===== src/rtl/spi_tx_pkg.sv =====
// rtl/spi_tx_pkg.sv - shared types and helpers for the SPI slave transmitter
package spi_tx_pkg;

    typedef enum logic [1:0] {
        ST_IDLE,
        ST_SHIFT,
        ST_DONE
    } state_t;

    localparam int SYNC_STAGES = 2;

    function automatic int frame_len(input int width, input bit parity_en);
        return parity_en ? width + 1 : width;
    endfunction

endpackage


===== src/rtl/spi_input_sync.sv =====
// rtl/spi_input_sync.sv - multi-flop synchroniser with rise/fall strobes for an asynchronous pin
module spi_input_sync
    import spi_tx_pkg::*;
#(
    parameter logic RESET_VALUE = 1'b0
) (
    input  logic clock,
    input  logic reset,
    input  logic async_in,
    output logic rise,
    output logic fall
);

    logic [SYNC_STAGES-1:0] sync_q;
    logic                   prev_q;

    // Reset to the pin's idle level so leaving reset never fakes an edge.
    always_ff @(posedge clock or posedge reset) begin
        if (reset) begin
            sync_q <= {SYNC_STAGES{RESET_VALUE}};
            prev_q <= RESET_VALUE;
        end else begin
            sync_q <= {sync_q[SYNC_STAGES-2:0], async_in};
            prev_q <= sync_q[SYNC_STAGES-1];
        end
    end

    assign rise = sync_q[SYNC_STAGES-1] & ~prev_q;
    assign fall = ~sync_q[SYNC_STAGES-1] & prev_q;

endmodule


===== src/rtl/spi_slave_tx.sv =====
// rtl/spi_slave_tx.sv - SPI mode-0 slave transmitter; SPI_TX_PARITY_EN appends an even-parity bit
module spi_slave_tx
    import spi_tx_pkg::*;
#(
    parameter int               WIDTH     = 16,
    parameter logic [WIDTH-1:0] IDLE_WORD = {WIDTH{1'b0}}
) (
    input  logic             clock,
    input  logic             reset,
    input  logic [WIDTH-1:0] data_in,
    input  logic             load,
    output logic             ready,
    input  logic             spi_clock_in,
    input  logic             spi_cs_in,
    output logic             spi_data_out,
    output logic             sent,
    output logic             underrun,
    output logic             aborted
);

`ifdef SPI_TX_PARITY_EN
    localparam int FRAME_LEN = frame_len(WIDTH, 1'b1);

    function automatic logic [FRAME_LEN-1:0] frame_word(input logic [WIDTH-1:0] word);
        return {word, ^word};
    endfunction
`else
    localparam int FRAME_LEN = frame_len(WIDTH, 1'b0);

    function automatic logic [FRAME_LEN-1:0] frame_word(input logic [WIDTH-1:0] word);
        return word;
    endfunction
`endif

    localparam int CNT_W = $clog2(FRAME_LEN + 1);

    logic sclk_rise, sclk_fall, cs_rise, cs_fall;

    spi_input_sync #(.RESET_VALUE(1'b0)) u_sclk_sync (
        .clock    (clock),
        .reset    (reset),
        .async_in (spi_clock_in),
        .rise     (sclk_rise),
        .fall     (sclk_fall)
    );

    spi_input_sync #(.RESET_VALUE(1'b1)) u_cs_sync (
        .clock    (clock),
        .reset    (reset),
        .async_in (spi_cs_in),
        .rise     (cs_rise),
        .fall     (cs_fall)
    );

    state_t               state_q, state_d;
    logic [WIDTH-1:0]     holding_q;
    logic                 holding_valid_q;
    logic [FRAME_LEN-1:0] shift_q;
    logic [CNT_W-1:0]     bit_count_q;
    logic                 sent_q, underrun_q, aborted_q;
    logic                 sent_d, underrun_d, aborted_d;
    logic                 start_frame;

    always_comb begin
        state_d     = state_q;
        start_frame = 1'b0;
        sent_d      = 1'b0;
        underrun_d  = 1'b0;
        aborted_d   = 1'b0;
        case (state_q)
            ST_IDLE: begin
                if (cs_fall) begin
                    state_d     = ST_SHIFT;
                    start_frame = 1'b1;
                    underrun_d  = !holding_valid_q && !load;
                end
            end
            ST_SHIFT: begin
                // A CS release wins over a coincident final sample edge.
                if (cs_rise) begin
                    state_d   = ST_IDLE;
                    aborted_d = 1'b1;
                end else if (sclk_rise && bit_count_q == CNT_W'(FRAME_LEN - 1)) begin
                    state_d = ST_DONE;
                    sent_d  = 1'b1;
                end
            end
            ST_DONE: begin
                if (cs_rise) begin
                    state_d = ST_IDLE;
                end
            end
            default: state_d = ST_IDLE;
        endcase
    end

    always_ff @(posedge clock or posedge reset) begin
        if (reset) begin
            state_q         <= ST_IDLE;
            holding_q       <= '0;
            holding_valid_q <= 1'b0;
            shift_q         <= '0;
            bit_count_q     <= '0;
            sent_q          <= 1'b0;
            underrun_q      <= 1'b0;
            aborted_q       <= 1'b0;
        end else begin
            state_q    <= state_d;
            sent_q     <= sent_d;
            underrun_q <= underrun_d;
            aborted_q  <= aborted_d;
            if (start_frame) begin
                bit_count_q <= '0;
                if (holding_valid_q) begin
                    shift_q         <= frame_word(holding_q);
                    holding_valid_q <= 1'b0;
                end else if (load) begin
                    shift_q <= frame_word(data_in);
                end else begin
                    shift_q <= frame_word(IDLE_WORD);
                end
            end else begin
                if (load && !holding_valid_q) begin
                    holding_q       <= data_in;
                    holding_valid_q <= 1'b1;
                end
                if (state_q == ST_SHIFT && sclk_fall) begin
                    shift_q <= {shift_q[FRAME_LEN-2:0], 1'b0};
                end
                if (state_q == ST_SHIFT && sclk_rise) begin
                    bit_count_q <= bit_count_q + CNT_W'(1);
                end
            end
        end
    end

    assign ready        = !holding_valid_q;
    assign spi_data_out = (state_q == ST_SHIFT) ? shift_q[FRAME_LEN-1] : 1'b0;
    assign sent         = sent_q;
    assign underrun     = underrun_q;
    assign aborted      = aborted_q;

endmodule

===== config.mk =====
export PLATFORM = sky130hd
export DESIGN_NAME = spi_slave_tx
export DESIGN_NICKNAME = d
export VERILOG_FILES = /design/src/rtl/spi_tx_pkg.sv /design/src/rtl/spi_input_sync.sv /design/src/rtl/spi_slave_tx.sv
export SDC_FILE = /design/constraint.sdc
export NUM_CORES = 1
export LEC_CHECK = 0
export BUFFER_PORTS_ARGS = -buffer_cell sky130_fd_sc_hd__buf_2
export CAP_MARGIN = 25
export CORE_MARGIN = 2
export CORE_UTILIZATION = 35
export CTS_CLUSTER_SIZE = 28
export DETAILED_ROUTE_END_ITERATION = 16
export PLACE_DENSITY = 0.62
export SYNTH_ARGS = -nofsm -noshare
export SYNTH_HDL_FRONTEND = slang
export SYNTH_HIERARCHICAL = 1
export SYNTH_SLANG_ARGS = --single-unit

===== constraint.sdc =====
create_clock -name clock -period 2.6 [get_ports clock]
set_input_delay 0.52 -clock clock [delete_from_list [all_inputs] [get_ports clock]]
set_output_delay 0.52 -clock clock [all_outputs]
set_load 0.01 [all_outputs]

==> flow_summary.json, run 1 <==
{
  "run_status": "finished, final reports clean",
  "worst_path_max_delay_cell": "sky130_fd_sc_hd__dfrtp_1",
  "placement.io_buffers": 25,
  "leakage_nw": 1.14,
  "syn_inst": 202,
  "clockRootBuffer": "sky130_fd_sc_hd__clkbuf_8",
  "setup_repair_after_global_routing_missed_its_margin": "no",
  "number_of_antenna_violations_at_the_first_check_in_global_routing": 0,
  "max-slew-margin-rel_pct": 60.1,
  "clk_sink_count": 49,
  "total_via_count_in_the_routed_design": 1579,
  "gr-usage-all-layers_pct": 13.9,
  "period_share_pct": 83.6,
  "timing.rr.start": "u_cs_sync/sync_q[1]",
  "final.setup.worst_slack_ns": 0.426,
  "finalMaxSlewViolations": 0,
  "async_reset_ff_share_pct": 100,
  "worst_r2r_endpoint": "holding_q[14]",
  "max_cap_viol_count": 0,
  "cts_buffer_depth": 2,
  "rrSetupSlack_ns": 0.67,
  "worst_setup_path_start_kind": "register",
  "grt_start_max_net_pins": 44,
  "end_kind": "primary output",
  "final_clock_skew_ns": 0.00620,
  "syn_warnings": 6,
  "cts.repair.resized": 0,
  "critPathBufInv": 2,
  "worst-r2r-cell-count": 4,
  "worst-endpoint-required_ns": 2.08,
  "synth.ff_latch_count": 49,
  "drt-wirelength-per-cell_um": 15.2,
  "clkSlewWorstSetupHoldPaths_ns": 0.08,
  "crit_family": "flip-flops",
  "layout.cells.most_common": "sky130_fd_sc_hd__dfrtp_1",
  "cts_max_level": 2,
  "highest_count_cells_in_the_layout_ignoring_fill_and_taps": "sky130_fd_sc_hd__dfrtp_1 (46), sky130_fd_sc_hd__buf_2 (25), sky130_fd_sc_hd__nor2_1 (19), sky130_fd_sc_hd__o21ai_0 (19), sky130_fd_sc_hd__o31ai_1 (15)",
  "postLayoutCoreUtil_pct": 40.7,
  "synth-edff-count": 0,
  "first_global_vias": 1651,
  "final_layout_size_suffix_gt1_share_pct": 27.0,
  "path_cells": "inv_1, buf_2",
  "synthesis.area_um2": 2290,
  "syn-num-nets": 225,
  "finalWirelength_um": 4610,
  "initialDrtViolationCount": 76,
  "vdd_drop_max_v": 0.000387,
  "floorplan.initialDensity_pct": 36.1,
  "pre_cts_setup_slack_ns": 0.692,
  "placeableCoreArea_um2": 6350,
  "vias_per_cell": 5.21,
  "die_y_um": 84.9,
  "flow.area_growth_from_synthesis_pct": 12.8,
  "drc_errors": 0,
  "arrival_ns": 1.65,
  "synth_area_per_cell_um2": 11.3,
  "worstPathMaxFanout": 21,
  "grt_first_pass_wirelength_um": 7930,
  "cts_hold_buf": 0,
  "report.final.setup_viol": 0,
  "critical_path_cell_count": 2,
  "finalWorstPathRequiredPeriod_ns": 2.17,
  "die_area_um2": 7210,
  "global_route.overflow_total": 0,
  "timing.setup.tns_ns": 0,
  "antennaDiodeCount": 0,
  "synth_sequential_area_ratio_pct": 53.7,
  "worst_setup_path_start": "holding_valid_q",
  "placer_congestion_estimate": 0.740,
  "synth_cell_types": 33,
  "floorplan.die.width_um": 84.9,
  "total_iterations_of_the_first_detailed_routing_run": 5,
  "cts-buffers-inserted": 5,
  "critical_path_class": "register to primary output",
  "insertion_delay_ns": 0.30,
  "dominantRegCellSynth": "sky130_fd_sc_hd__dfrtp_1",
  "hpwl_um": 3040,
  "fin_worst_hold_slack_ns": 0.0852,
  "boundaryPins": 26,
  "postRouteAntennaNets": 0,
  "max_freq_mhz": 460,
  "power.density_cell_area_nw_per_um2": 848,
  "timing.final.hold_violations": 0,
  "worstMarginPinSlew_ns": 0.599,
  "cp-endpoint": "ready",
  "placementRows": 29,
  "final_net_count": 248,
  "cts_setup_buffers": 0,
  "hold_path.class": "input pin to async pin",
  "timing.critical_path.slowest_cell_delay_ns": 0.72,
  "tritoncts": "yes"
}
-- cells in the mapped netlist, types with 2 or more instances --
library cell | instances | share of area [%]
sky130_fd_sc_hd__nor2b_1 | 4 | 1.1
sky130_fd_sc_hd__clkbuf_1 | 9 | 1.5
sky130_fd_sc_hd__ha_1 | 2 | 1.1
sky130_fd_sc_hd__and2_1 | 13 | 3.5
sky130_fd_sc_hd__mux2_2 | 6 | 2.9
sky130_fd_sc_hd__dfrtp_1 | 46 | 50
sky130_fd_sc_hd__dfstp_2 | 3 | 3.4
sky130_fd_sc_hd__and2b_2 | 2 | 0.76
sky130_fd_sc_hd__a311oi_1 | 11 | 4.2
sky130_fd_sc_hd__a21oi_1 | 3 | 0.65
sky130_fd_sc_hd__mux2_4 | 10 | 6.6
sky130_fd_sc_hd__o21ai_0 | 19 | 4.1
sky130_fd_sc_hd__o31ai_1 | 15 | 4.9
sky130_fd_sc_hd__inv_1 | 5 | 0.82
sky130_fd_sc_hd__nand2b_1 | 2 | 0.55
sky130_fd_sc_hd__buf_6 | 4 | 2.0
sky130_fd_sc_hd__a221oi_1 | 4 | 1.5
sky130_fd_sc_hd__nand2_1 | 4 | 0.65
sky130_fd_sc_hd__nand3b_1 | 2 | 0.65
sky130_fd_sc_hd__buf_2 | 2 | 0.44
sky130_fd_sc_hd__nor2_1 | 19 | 3.1
sky130_fd_sc_hd__nand3_1 | 6 | 1.3
-- per-stage QoR --
| step | area, um2 | total power [mW] | std cells |
|---|---|---|---|
| after floorplan | 2290 | 1.53 | 202 |
| after global placement | 2470 | 1.64 | 295 |
| after detailed placement | 2470 | 1.66 | 295 |
| after CTS | 2590 | 2.22 | 303 |
| after global routing | 2590 | 2.35 | 303 |
| final | 2590 | 2.19 | 303 |
-- worst min path at each step --
stage                           from                    end  slack (ns)  cells after the start
2_1_floorplan                  reset     u_sclk_sync/prev_q        0.27                      1
3_3_place_gp   u_sclk_sync/sync_q[0]  u_sclk_sync/sync_q[1]        0.34                      0
3_5_place_dp   u_sclk_sync/sync_q[0]  u_sclk_sync/sync_q[1]        0.35                      0
4_1_cts                        reset  u_sclk_sync/sync_q[0]        0.08                      2
5_1_grt                        reset  u_sclk_sync/sync_q[0]        0.09                      2
6_report                       reset  u_sclk_sync/sync_q[0]        0.09                      2
-- registers in the layout, indices dropped and copies added (netlist names), 2 cells and up --
name                flops
u_cs_sync/sync_q        2
state_q                 2
u_sclk_sync/sync_q      2
bit_count_q             5
holding_q              16
shift_q                16
-- report_power, final --
| group | leakage (nW) | internal, mW | switching (mW) |
|---|---|---|---|
| sequential | 0.605 | 0.994 | 0.131 |
| clock | 0.0585 | 0.314 | 0.242 |
| combinational | 0.473 | 0.282 | 0.230 |
| total | 1.14 | 1.59 | 0.603 |
-- cell type report --
cell class	count	area [um2]
fill	613	3760
sequential	49	1230
multi-input combinational	133	955
timing repair buffer	31	170
tap	77	96.3
clock buffer	7	86.3
clock inverter	1	30.0
inverter	5	18.8
-- kinds of logic (layout without fill, tap and decap cells) --
logic type	Yosys count	in the layout	share of synthesized area [%]
simple gates	60	60	14.4
compound gates	53	53	15.8
flops	49	49	53.7
buf+inv	20	44	4.69
mux	17	17	9.93
fa+ha+maj	2	2	1.09
xor+xnor	1	1	0.382
-- routing by layer --
layer  GRT usage [%]  share of wire, %
met4            3.90               1.2
met2            23.6                51
met5               0                 0
met3            3.21               3.2
met1            17.9                45
Power figures use the tool's default switching activity.
==> run 2, diff against run 1 <==
Settings changed: ABC_AREA set to 1.
Clock period 2.6 ns to 2.1 ns, I/O delays scaled along.
==> flow_summary.json, run 2 <==
{
  "run_status": "finished, final reports clean",
  "crit_family": "simple AND/OR/NAND/NOR gates",
  "worst_r2r_endpoint": "holding_q[4]",
  "hpwl_um": 3160,
  "synthesis.area_um2": 2450,
  "clockRootBuffer": "sky130_fd_sc_hd__clkbuf_8",
  "worst_setup_path_start": "u_cs_sync/prev_q",
  "setup_repair_after_global_routing_missed_its_margin": "no",
  "final_clock_skew_ns": 0.0118,
  "worst_path_max_delay_cell": "sky130_fd_sc_hd__dfstp_2",
  "max_freq_mhz": 606,
  "critical_path_cell_count": 7,
  "vdd_drop_max_v": 0.000354,
  "worst-endpoint-required_ns": 2.32,
  "path_cells": "inv_1, nor2_1, nand3_4, nand3_2, buf_4, nand2_1, o21ai_1",
  "finalMaxSlewViolations": 0,
  "syn_inst": 341,
  "cts-buffers-inserted": 5,
  "highest_count_cells_in_the_layout_ignoring_fill_and_taps": "sky130_fd_sc_hd__nand2_1 (119), sky130_fd_sc_hd__inv_1 (60), sky130_fd_sc_hd__dfrtp_1 (46), sky130_fd_sc_hd__nor2_1 (43), sky130_fd_sc_hd__buf_2 (25)",
  "dominantRegCellSynth": "sky130_fd_sc_hd__dfrtp_1",
  "initialDrtViolationCount": 112,
  "final_layout_size_suffix_gt1_share_pct": 12.8,
  "floorplan.die.width_um": 87.6,
  "die_y_um": 87.6,
  "placer_congestion_estimate": 0.783,
  "antennaDiodeCount": 0,
  "vias_per_cell": 4.23,
  "final_net_count": 388,
  "total_iterations_of_the_first_detailed_routing_run": 4,
  "worst-r2r-cell-count": 7,
  "cts_buffer_depth": 2,
  "end_kind": "register",
  "finalWirelength_um": 4560,
  "number_of_antenna_violations_at_the_first_check_in_global_routing": 0,
  "total_via_count_in_the_routed_design": 1955,
  "period_share_pct": 78.6,
  "first_global_vias": 1896,
  "max_cap_viol_count": 0,
  "drc_errors": 0,
  "timing.critical_path.slowest_cell_delay_ns": 0.54,
  "global_route.overflow_total": 0,
  "max-slew-margin-rel_pct": 76.4,
  "flow.area_growth_from_synthesis_pct": 12.9,
  "arrival_ns": 1.87,
  "yosys.area.top_type_share_pct": 47.0,
  "timing.setup.tns_ns": 0,
  "placeableCoreArea_um2": 6790,
  "timing.final.hold_violations": 0,
  "rrSetupSlack_ns": 0.45,
  "cp-endpoint": "holding_q[4]",
  "synthMostInstantiatedCell": "sky130_fd_sc_hd__nand2_1",
  "post_synth_most_frequent_cells": "sky130_fd_sc_hd__nand2_1 (119), sky130_fd_sc_hd__inv_1 (60), sky130_fd_sc_hd__dfrtp_1 (46)",
  "synth_sequential_area_ratio_pct": 50.3,
  "worst_setup_path_start_kind": "register",
  "final_cell_area_um2": 2760,
  "power.density_cell_area_nw_per_um2": 909,
  "clk_sink_count": 49,
  "grt_first_pass_wirelength_um": 8270,
  "timing.rr.start": "u_cs_sync/prev_q",
  "syn_warnings": 6,
  "boundaryPins": 26,
  "leakage_nw": 1.57,
  "synth.top_cells.by_area": "sky130_fd_sc_hd__dfrtp_1 (47%), sky130_fd_sc_hd__nand2_1 (18%), sky130_fd_sc_hd__inv_1 (9.2%)",
  "finalWorstPathRequiredPeriod_ns": 1.65,
  "report.final.setup_viol": 0,
  "multi_input_area_um2": 906,
  "syn-num-nets": 364,
  "layout.filler_cells": 730,
  "placed_area_um2": 2660,
  "synth-edff-count": 0,
  "async_reset_ff_share_pct": 100,
  "tritoncts": "yes",
  "postRouteAntennaNets": 0,
  "grt_start_max_net_pins": 33,
  "worstMarginPinSlew_ns": 0.353,
  "die_area_um2": 7680,
  "floorplan.initialDensity_pct": 36.0,
  "top_regs": "holding_q x16, shift_q x16, bit_count_q x5",
  "worstPathMaxFanout": 32,
  "hold_path.class": "input pin to register",
  "critical_path_class": "register to register",
  "synth_cell_types": 17,
  "layout.cells.most_common": "sky130_fd_sc_hd__nand2_1",
  "gr-usage-all-layers_pct": 13.4,
  "totalPowerFinal_mw": 2.51,
  "most_area_hungry_cell_type_in_the_yosys_netlist": "sky130_fd_sc_hd__dfrtp_1",
  "layout.area.seq_um2": 1230,
  "placement.io_buffers": 25,
  "synth.ff_latch_count": 49,
  "clkSlewWorstSetupHoldPaths_ns": 0.09,
  "drt-wirelength-per-cell_um": 9.87,
  "cts_max_level": 2,
  "critPathBufInv": 2,
  "synth_area_per_cell_um2": 7.18,
  "placementRows": 30,
  "insertion_delay_ns": 0.29,
  "cts_setup_buffers": 0
}
## run 2: cell types whose count changed in the layout (fill, tap and decap cells not counted), sizes merged, moves of 5 or more
cell,before,now
a311oi,11,0
o31ai,15,0
nand2,4,119
o21ai,19,37
and2,14,0
inv,5,64
nor2,19,43
mux2,16,0
nand3,6,11
## run 2: worst min path at each step
| stage | from | endpoint | depth (start not counted) |
|---|---|---|---|
| 3_3_place_gp | reset | u_sclk_sync/sync_q[0] | 2 |
| 2_1_floorplan | reset | u_sclk_sync/prev_q | 1 |
| 6_report | spi_cs_in | u_cs_sync/sync_q[0] | 1 |
| 4_1_cts | spi_cs_in | u_cs_sync/sync_q[0] | 1 |
| 3_5_place_dp | reset | u_sclk_sync/sync_q[0] | 2 |
| 5_1_grt | spi_cs_in | u_cs_sync/sync_q[0] | 1 |
## run 2: cells by family (layout without fill, tap and decap cells)
| kind of cell | Yosys count | in the layout | synth area share (%) |
|---|---|---|---|
| fa+ha+maj | 2 | 2 | 1.02 |
| buf+inv | 78 | 103 | 12.7 |
| flops | 49 | 49 | 50.3 |
| simple gates | 174 | 174 | 28.2 |
| compound gates | 38 | 38 | 7.77 |
## run 2: routing by layer
metal | wire length (um) | part of all wire [%] | track usage, %
met5 | 0 | 0 | 0
met4 | 57 | 1.3 | 3.92
met1 | 2250 | 49 | 16.9
met2 | 2190 | 48 | 23.0
met3 | 59 | 1.3 | 3.11
## run 2: worst register-to-register path, cell delays in order (launching register included)
cell and delay (ns):
sky130_fd_sc_hd__dfstp_2 0.54, sky130_fd_sc_hd__inv_1 0.03, sky130_fd_sc_hd__nor2_1 0.16, sky130_fd_sc_hd__nand3_4 0.26, sky130_fd_sc_hd__nand3_2 0.12, sky130_fd_sc_hd__buf_4 0.31, sky130_fd_sc_hd__nand2_1 0.09, sky130_fd_sc_hd__o21ai_1 0.08
## run 2: what timing repair did
| item | 4_1_cts | 5_1_grt |
|---|---|---|
| endpoints found under the hold margin | 3 | 0 |
| resized for setup | 0 | 0 |
| hold buffers | 1 | 0 |
## run 2: through the flow
step	cells	utilization, %	setup slack (ns)	hold WS [ns]
floorplan	341	-	0.677	0.174
global placement	453	39.1	0.477	0.313
detailed placement	453	39.1	0.459	0.321
CTS	462	40.7	0.439	0.208
global route	462	40.7	0.291	0.195
finish	462	40.7	0.449	0.217
## run 2: area by class of cell
class	instances	area share (%)
Sequential cell	49	44.5
Multi-Input combinational cell	214	32.8
Timing Repair Buffer	31	6.25
Tap cell	96	4.35
Inverter	64	8.70
Clock inverter	1	0.272
Clock buffer	7	3.12
## run 2: power breakdown
part           internal [mW]  total (mW)  switching [mW]
logic                  0.245       0.617           0.372
registers               1.19        1.32           0.135
clock network          0.268       0.570           0.302
total                   1.70        2.51           0.809
==> run 3, diff against run 2 <==
Clock period 2.1 ns to 1.65 ns, I/O delays scaled along.
==> flow_summary.json, run 3 (synthesized netlist as in run 2, its figures left out) <==
{
  "run_status": "finished, final reports clean",
  "totalPowerFinal_mw": 3.19,
  "floorplan.die.width_um": 87.6,
  "highest_count_cells_in_the_layout_ignoring_fill_and_taps": "sky130_fd_sc_hd__nand2_1 (119), sky130_fd_sc_hd__inv_1 (60), sky130_fd_sc_hd__dfrtp_1 (46), sky130_fd_sc_hd__nor2_1 (43), sky130_fd_sc_hd__buf_2 (25)",
  "finalWirelength_um": 4740,
  "global_route.overflow_total": 0,
  "antennaDiodeCount": 0,
  "top_regs": "holding_q x16, shift_q x16, bit_count_q x5",
  "finalWorstPathRequiredPeriod_ns": 1.51,
  "grt-busiest-layer": "met2",
  "p_comb_share_pct": 25.0,
  "p_sw_share_pct": 33.2,
  "total_iterations_of_the_first_detailed_routing_run": 4,
  "hold_path.class": "input pin to register",
  "instances_no_fill": 463,
  "clk_sink_count": 49,
  "max-slew-margin-rel_pct": 75.8,
  "initialDrtViolationCount": 84,
  "placement.io_buffers": 25,
  "total_net_switching_power_mw": 1.06,
  "end_kind": "primary output",
  "final_net_count": 389,
  "drc_errors": 0,
  "worst_setup_path_start_kind": "register",
  "finalMaxSlewViolations": 0,
  "clkPwrFrac_pct": 22.2,
  "grt_start_max_net_pins": 33,
  "postRouteAntennaNets": 0,
  "critical_path_class": "register to primary output",
  "placer_congestion_estimate": 0.735,
  "p_int_mw": 2.13,
  "m1_gr_usage_pct": 17.6,
  "final_clock_skew_ns": 0.00746,
  "hpwl_um": 3290,
  "final.setup.worst_slack_ns": 0.139,
  "worstMarginPinSlew_ns": 0.364,
  "worst-endpoint-required_ns": 1.32,
  "cts_setup_buffers": 0,
  "cts_buffer_depth": 2,
  "placeableCoreArea_um2": 6790,
  "max_freq_mhz": 662,
  "timing.setup.tns_ns": 0,
  "setup_repair_after_global_routing_missed_its_margin": "no",
  "drt-wirelength-per-cell_um": 10.2,
  "cts_max_level": 2,
  "report.final.setup_viol": 0,
  "groute.layer.met3.usage_pct": 2.83,
  "vdd_drop_max_v": 0.000471,
  "boundaryPins": 26,
  "total_via_count_in_the_routed_design": 1972,
  "worstPathMaxFanout": 5,
  "cts-buffers-inserted": 5,
  "power.sequential.fraction_pct": 52.8,
  "period_share_pct": 91.6,
  "first_global_vias": 1834,
  "final_cell_area_um2": 2770,
  "floorplan.initialDensity_pct": 36.0,
  "grt_first_pass_wirelength_um": 8210,
  "placementRows": 30,
  "postLayoutCoreUtil_pct": 40.8,
  "gr-usage-all-layers_pct": 13.5,
  "post-place-cells": 454,
  "cts.repair.resized": 0,
  "insertion_delay_ns": 0.31,
  "die_y_um": 87.6,
  "timing.final.hold_violations": 0,
  "clockRootBuffer": "sky130_fd_sc_hd__clkbuf_8",
  "max_cap_viol_count": 0,
  "die_area_um2": 7680,
  "layout.cells.most_common": "sky130_fd_sc_hd__nand2_1",
  "vias_per_cell": 4.26,
  "pre_cts_setup_slack_ns": 0.131,
  "flow.area_growth_from_synthesis_pct": 13.3,
  "tritoncts": "yes",
  "power.density_cell_area_nw_per_um2": 1150,
  "arrival_ns": 1.18,
  "placed_area_um2": 2680,
  "clkSlewWorstSetupHoldPaths_ns": 0.09,
  "final_layout_size_suffix_gt1_share_pct": 12.8,
  "number_of_antenna_violations_at_the_first_check_in_global_routing": 0,
  "leakage_nw": 1.58,
  "grtUsageMet2_pct": 22.3,
  "fin_worst_hold_slack_ns": 0.116
}
-- run 3: cell count changes in the layout (fill, tap and decap cells not counted), sizes merged --
cell	change
buf	+1
-- run 3: critical path, cell delays in order (launching register included) --
cell                      delay [ns]
sky130_fd_sc_hd__dfrtp_1        0.40
sky130_fd_sc_hd__inv_2          0.12
sky130_fd_sc_hd__nand2_1        0.10
sky130_fd_sc_hd__nor2_1         0.11
sky130_fd_sc_hd__buf_2          0.14
-- run 3: power by group through the flow --
stage	clock [mW]	combinational [mW]	sequential, mW
floorplan	0	0.635	1.66
global route	0.783	0.958	1.72
global placement	0	0.792	1.70
detailed placement	0	0.814	1.70
CTS	0.735	0.818	1.68
finish	0.710	0.799	1.69
-- run 3: area by class of cell --
cell class                 instances  area (um2)
fill                             701        4020
multi-input combinational        214         906
clock inverter                     1        7.51
timing repair buffer              32         193
inverter                          64         240
clock buffer                       7        76.3
tap                               96         120
sequential                        49        1230
-- run 3: path summary, 6_finish.rpt --
path | from | slack, ns | depth (start not counted) | endpoint
max in group asynchronous | reset | 0.70 | 4 | holding_q[9]
min in group asynchronous | reset | 0.45 | 3 | u_sclk_sync/sync_q[0]
worst max register to register | u_cs_sync/prev_q | 0.16 | 7 | shift_q[15]
worst max-delay path | state_q[1] | 0.14 | 4 | spi_data_out
worst min register to register | u_cs_sync/sync_q[0] | 0.36 | 0 | u_cs_sync/sync_q[1]
worst min-delay path | spi_cs_in | 0.12 | 1 | u_cs_sync/sync_q[0]
-- run 3: layer usage --
metal | vias up | routed length (um)
met1 | 889 | 2270
met5 | - | 0
met4 | 0 | 75
met2 | 22 | 2270
li1 | 1055 | -
met3 | 6 | 126
-- run 3: timing repair --
action / CTS / global route
hold endpoints to repair: 3 / 0
hold buffers: 1 / 0
setup endpoints to repair: 0 / 0
